===== src/rtl/m68k_bus_decoder.sv =====
// 68000-style address decoder with a programmable region table,
// per-region wait states and a bus-error watchdog for unmapped accesses.
module m68k_bus_decoder #(
    parameter  int N_REGIONS = 24,
    parameter  int ADDR_W    = 24,
    parameter  int TIMEOUT   = 64,
    localparam int IDX_W     = (N_REGIONS > 1) ? $clog2(N_REGIONS) : 1
) (
    input  logic                 clk,
    input  logic                 reset_n,
    input  logic [ADDR_W-1:0]    cpu_a,
    input  logic                 cpu_as_n,
    input  logic                 cfg_we,
    input  logic [IDX_W-1:0]     cfg_idx,
    input  logic [ADDR_W-1:0]    cfg_base,
    input  logic [4:0]           cfg_shift,
    input  logic [3:0]           cfg_wait,
    input  logic                 cfg_en,
    output logic [N_REGIONS-1:0] cs,
    output logic [IDX_W-1:0]     hit_idx,
    output logic                 dtack_n,
    output logic                 berr_n,
    output logic                 multi_hit
);

    localparam int CNT_MAX = (TIMEOUT - 1 > 15) ? TIMEOUT - 1 : 15;
    localparam int CNT_W   = $clog2(CNT_MAX + 1);

    typedef enum logic [2:0] {
        S_IDLE,
        S_WAIT,
        S_ACK,
        S_MISS,
        S_ERR
    } state_t;

    state_t             state;
    logic [CNT_W-1:0]   cnt;
    logic               armed;

    logic               rg_en    [N_REGIONS];
    logic [ADDR_W-1:0]  rg_base  [N_REGIONS];
    logic [4:0]         rg_shift [N_REGIONS];
    logic [3:0]         rg_wait  [N_REGIONS];

    logic [N_REGIONS-1:0] match;
    logic                 hit;
    logic                 multi;
    logic [IDX_W-1:0]     win;

    always_ff @(posedge clk or negedge reset_n) begin
        if (!reset_n) begin
            for (int r = 0; r < N_REGIONS; r++) begin
                rg_en[r]    <= 1'b0;
                rg_base[r]  <= '0;
                rg_shift[r] <= '0;
                rg_wait[r]  <= '0;
            end
        end else if (cfg_we && int'(cfg_idx) < N_REGIONS) begin
            rg_en[cfg_idx]    <= cfg_en;
            rg_base[cfg_idx]  <= cfg_base;
            rg_shift[cfg_idx] <= cfg_shift;
            rg_wait[cfg_idx]  <= cfg_wait;
        end
    end

    // Shifts past the address width zero both sides, so such a region
    // matches every address.
    always_comb begin
        match = '0;
        hit   = 1'b0;
        multi = 1'b0;
        win   = '0;
        for (int r = 0; r < N_REGIONS; r++) begin
            match[r] = rg_en[r] &&
                ((cpu_a >> rg_shift[r]) == (rg_base[r] >> rg_shift[r]));
            if (match[r]) begin
                if (hit) begin
                    multi = 1'b1;
                end else begin
                    hit = 1'b1;
                    win = IDX_W'(r);
                end
            end
        end
    end

    always_ff @(posedge clk or negedge reset_n) begin
        if (!reset_n) begin
            state     <= S_IDLE;
            cnt       <= '0;
            armed     <= 1'b0;
            cs        <= '0;
            hit_idx   <= '0;
            dtack_n   <= 1'b1;
            berr_n    <= 1'b1;
            multi_hit <= 1'b0;
        end else begin
            // A strobe already low when reset lifts must rise before decode.
            if (cpu_as_n) armed <= 1'b1;
            case (state)
                S_IDLE: begin
                    if (armed && !cpu_as_n) begin
                        if (hit) begin
                            cs      <= N_REGIONS'(1) << win;
                            hit_idx <= win;
                            cnt     <= CNT_W'(rg_wait[win]);
                            state   <= S_WAIT;
                            if (multi) multi_hit <= 1'b1;
                        end else begin
                            cnt   <= CNT_W'(TIMEOUT - 1);
                            state <= S_MISS;
                        end
                    end
                end
                S_WAIT: begin
                    if (cpu_as_n) begin
                        cs    <= '0;
                        state <= S_IDLE;
                    end else if (cnt == '0) begin
                        dtack_n <= 1'b0;
                        state   <= S_ACK;
                    end else begin
                        cnt <= cnt - CNT_W'(1);
                    end
                end
                S_ACK: begin
                    if (cpu_as_n) begin
                        cs      <= '0;
                        dtack_n <= 1'b1;
                        state   <= S_IDLE;
                    end
                end
                S_MISS: begin
                    if (cpu_as_n) begin
                        state <= S_IDLE;
                    end else if (cnt == '0) begin
                        berr_n <= 1'b0;
                        state  <= S_ERR;
                    end else begin
                        cnt <= cnt - CNT_W'(1);
                    end
                end
                S_ERR: begin
                    if (cpu_as_n) begin
                        berr_n <= 1'b1;
                        state  <= S_IDLE;
                    end
                end
                default: state <= S_IDLE;
            endcase
        end
    end

endmodule


===== config.mk =====
export PLATFORM = sky130hd
export DESIGN_NAME = m68k_bus_decoder
export DESIGN_NICKNAME = d
export VERILOG_FILES = /design/src/rtl/m68k_bus_decoder.sv
export SDC_FILE = /design/constraint.sdc
export NUM_CORES = 2
export LEC_CHECK = 0
export BUFFER_PORTS_ARGS = -buffer_cell sky130_fd_sc_hd__buf_2
export CORE_UTILIZATION = 41
export CTS_CLUSTER_DIAMETER = 80
export DETAILED_ROUTE_END_ITERATION = 10
export MAX_ROUTING_LAYER = met4
export SLEW_MARGIN = 0
export SYNTH_ARGS = -nofsm -noshare
export SYNTH_HDL_FRONTEND = slang
export SYNTH_SLANG_ARGS = --single-unit

===== constraint.sdc =====
create_clock -name clk -period 14.2 [get_ports clk]
set_input_delay 2.84 -clock clk [delete_from_list [all_inputs] [get_ports clk]]
set_output_delay 2.84 -clock clk [all_outputs]
set_load 0.005 [all_outputs]

==> flow_metrics.py <==
metrics = {
    "timing": {
        "hold_viol_final": 0,
        "tns_ns": 0,
        "period_minus_slack_ns": 8.64,
        "finalSetupViolCount": 0,
        "timing.final.crit_share": 0.609,
        "finalClockSkew_ns": 0.0182,
        "finalMaxSlewViolations": 0,
        "max_freq_mhz": 116,
        "max_slew_margin": 0.164,
        "tightest_slew_ns": 1.25,
        "rsz0062_at_grt": "no",
    },
    "floorplanning": {
        "dieArea_sq_um": 137000,
        "rows": 134,
        "ioPinCount": 99,
        "core_sq_um": 134000,
        "die_w_um": 371,
        "die_h_um": 371,
        "initial_core_util": 0.415,
    },
    "logic_synthesis": {
        "syn-num-nets": 4897,
        "synthDistinctLibCells": 101,
        "ys_top_cells_by_count": "856 x dfrtp_1, 831 x mux2_2, 383 x xnor2_1, 320 x xor2_1, 252 x mux4_2",
        "synth_xor_area_frac": 0.111,
        "synthAdderAreaFrac": 0.000988,
        "syn_area_per_cell_sq_um": 11.5,
        "post-synth-top-area-cell": "dfrtp_1",
        "synth_mux_area_frac": 0.306,
        "ys_warn_count": 0,
        "netlist_area_sq_um": 55700,
        "synth_top_area_frac": 0.384,
        "ys.flop_type": "dfrtp_1",
        "synthCells": 4828,
        "synth_most_common_cell": "dfrtp_1",
        "synth-simple-area-share": 0.0689,
        "synth_top_family_by_area": "multiplexers",
        "ys_async_sr_fraction": 1.00,
        "ys_ff_latch": 858,
        "synth_compound_area_frac": 0.0853,
        "ys_top_cells_by_area": "dfrtp_1 38%, mux2_2 17%, mux4_2 10%, xnor2_1 6.0%, xor2_1 5.0%",
        "synth_edf_count": 0,
        "yosysSeqAreaShare": 0.385,
    },
    "place": {
        "dp_hpwl_um": 110000,
        "gp_congestion": 0.916,
        "io_buffers": 98,
    },
    "clocking": {
        "clock_sinks": 858,
        "cts_resized": 0,
        "cts_root_buf": "clkbuf_16",
        "path_clk_slew_ns": 0.06,
        "htreeDepth": 3,
        "post_cts_buffers": 0,
        "cts_tree": "done",
        "clock_path_buffers": 3,
        "clock_latency_ns": 0.72,
        "cts_buffers": 96,
        "holdBufCountCts": 0,
    },
    "status": {
        "outcome": "completed",
    },
    "drt": {
        "antenna_left": 0,
        "via_per_inst": 6.21,
        "drt_iter0_markers": 4588,
        "drc_errors": 0,
        "wl_per_cell_um": 28.1,
        "wl_um": 184000,
        "drt-pass1-iter-count": 6,
        "vias": 40725,
    },
    "global_routing": {
        "grt_max_degree": 155,
        "grt.total_usage": 0.274,
        "grt_overflow": 0,
        "grt_pass1_wl_um": 271000,
        "grt_antenna_before_repair": 16,
        "grt_pass1_vias": 39312,
    },
    "critical_path": {
        "worst_setup_path_end_kind": "flop",
        "arrival_ns": 9.28,
        "cp-start-kind": "input port",
        "path_class": "input port to flop",
        "cp.required_ns": 14.84,
        "worst-path-max-fanout": 38,
    },
    "flow_run": {
        "drv_cap": 0,
    },
    "finish": {
        "drive_gt1_frac": 0.316,
        "nets": 4766,
        "areaGrowthSynthToFinish_pct": 8.70,
    },
    "power": {
        "ir_drop_uv": 99.6,
        "power.total_w": 0.00873,
        "p_per_area_nw_per_um2": 144,
        "cellLeakagePower_nw": 25.5,
    },
    "min_path": {
        "worstHoldPathType": "flop to flop",
    },
}
## power by group
part	leakage [nW]	total, W	switching, W	internal, W
combinational	12.8	0.00277	0.00139	0.00138
sequential	11.1	0.00336	0.000492	0.00287
clock	1.61	0.00261	0.00109	0.00152
## cell type report
class / instances / area [sq um]
Sequential cell: 858 / 21500
Multi-Input combinational cell: 3456 / 31900
Timing Repair Buffer: 198 / 1320
Clock inverter: 30 / 377
Inverter: 87 / 327
Antenna cell: 9 / 22.5
Fill cell: 12373 / 73600
Clock buffer: 147 / 2910
Tap cell: 1768 / 2210
## metal layers
metal  vias up  wire length (um)  part of all wire  global-route usage
met1     21284             76400              0.41               0.354
met5         -                 0                 0                   -
met2      1658             87000              0.47               0.431
met3       373             13300             0.072              0.0432
met4         0              7560             0.041               0.110
li1      17410                 -                 -                   -
## worst paths after layout
check | start | to | slack (ns) | cells after the start
max | cpu_a[4] | cnt[3] | 5.56 | 17
min | cs[14] | cs[14] | 0.49 | 1
max reg2reg | rg_shift[40] | cnt[3] | 7.60 | 16
min reg2reg | cs[14] | cs[14] | 0.49 | 1
max in group asynchronous | reset_n | rg_base[381] | 9.69 | 3
min in group asynchronous | reset_n | rg_shift[65] | 2.12 | 1
## stage by stage
| step | util | worst slack, ns | std cells | hold slack [ns] | area, sq um |
|---|---|---|---|---|---|
| 2_1_floorplan | - | 7.18 | 4828 | 0.451 | 55700 |
| 3_3_place_gp | 0.427 | 5.12 | 6367 | 0.470 | 57300 |
| 4_1_cts | 0.451 | 5.81 | 6544 | 0.495 | 60500 |
| 3_5_place_dp | 0.427 | 5.06 | 6367 | 0.481 | 57300 |
| 5_1_grt | 0.451 | 5.47 | 6550 | 0.504 | 60600 |
| 6_report | 0.452 | 5.56 | 6553 | 0.487 | 60600 |
## cells in the final DEF, fill, tap and decap left out, drive strengths merged, types with 21 or more instances in the layout
master,instances
nand4,22
xnor2,383
and2,21
mux4,252
nand3,74
mux2,832
a31oi,31
or2,27
nor4,22
dfrtp,856
a211oi,50
nor2b,21
buf,198
o211ai,26
a21oi,116
o22ai,36
clkinv,22
clkbuf,147
xor2,320
mux2i,199
inv,85
a22o,26
o21ai,126
nand2,240
nor3,74
o32ai,32
nor2,196
## state kept, by name (all words and copies together) (netlist names)
name       count
rg_en         24
hit_idx        5
berr_n         1
multi_hit      1
cs            24
state          3
cnt            6
rg_shift     120
rg_wait       96
rg_base      576
armed          1
dtack_n        1
## kinds of logic after synthesis
group,count (synthesis)
buffers and inverters,514
and+or+nand+nor,796
DFF,858
adders and majority gates,5
xor gates and xnor gates,703
AOI/OAI and AO/OA,669
muxes,1283
## worst max-delay path, cell delays in order
cell and delay (ns):
buf_4 0.31, buf_4 0.63, xnor2_1 0.25, mux4_2 0.50, a31oi_1 0.19, a21oi_1 0.08
o211ai_1 0.67, nand4_1 0.45, or4_4 0.68, or3_4 0.41, o2111ai_4 0.20, buf_4 0.53
and2_1 0.68, a221oi_1 0.24, a221oi_2 0.25, o21ai_1 0.11, a31oi_1 0.18
Note: power is estimated with default switching activity, not from simulation.
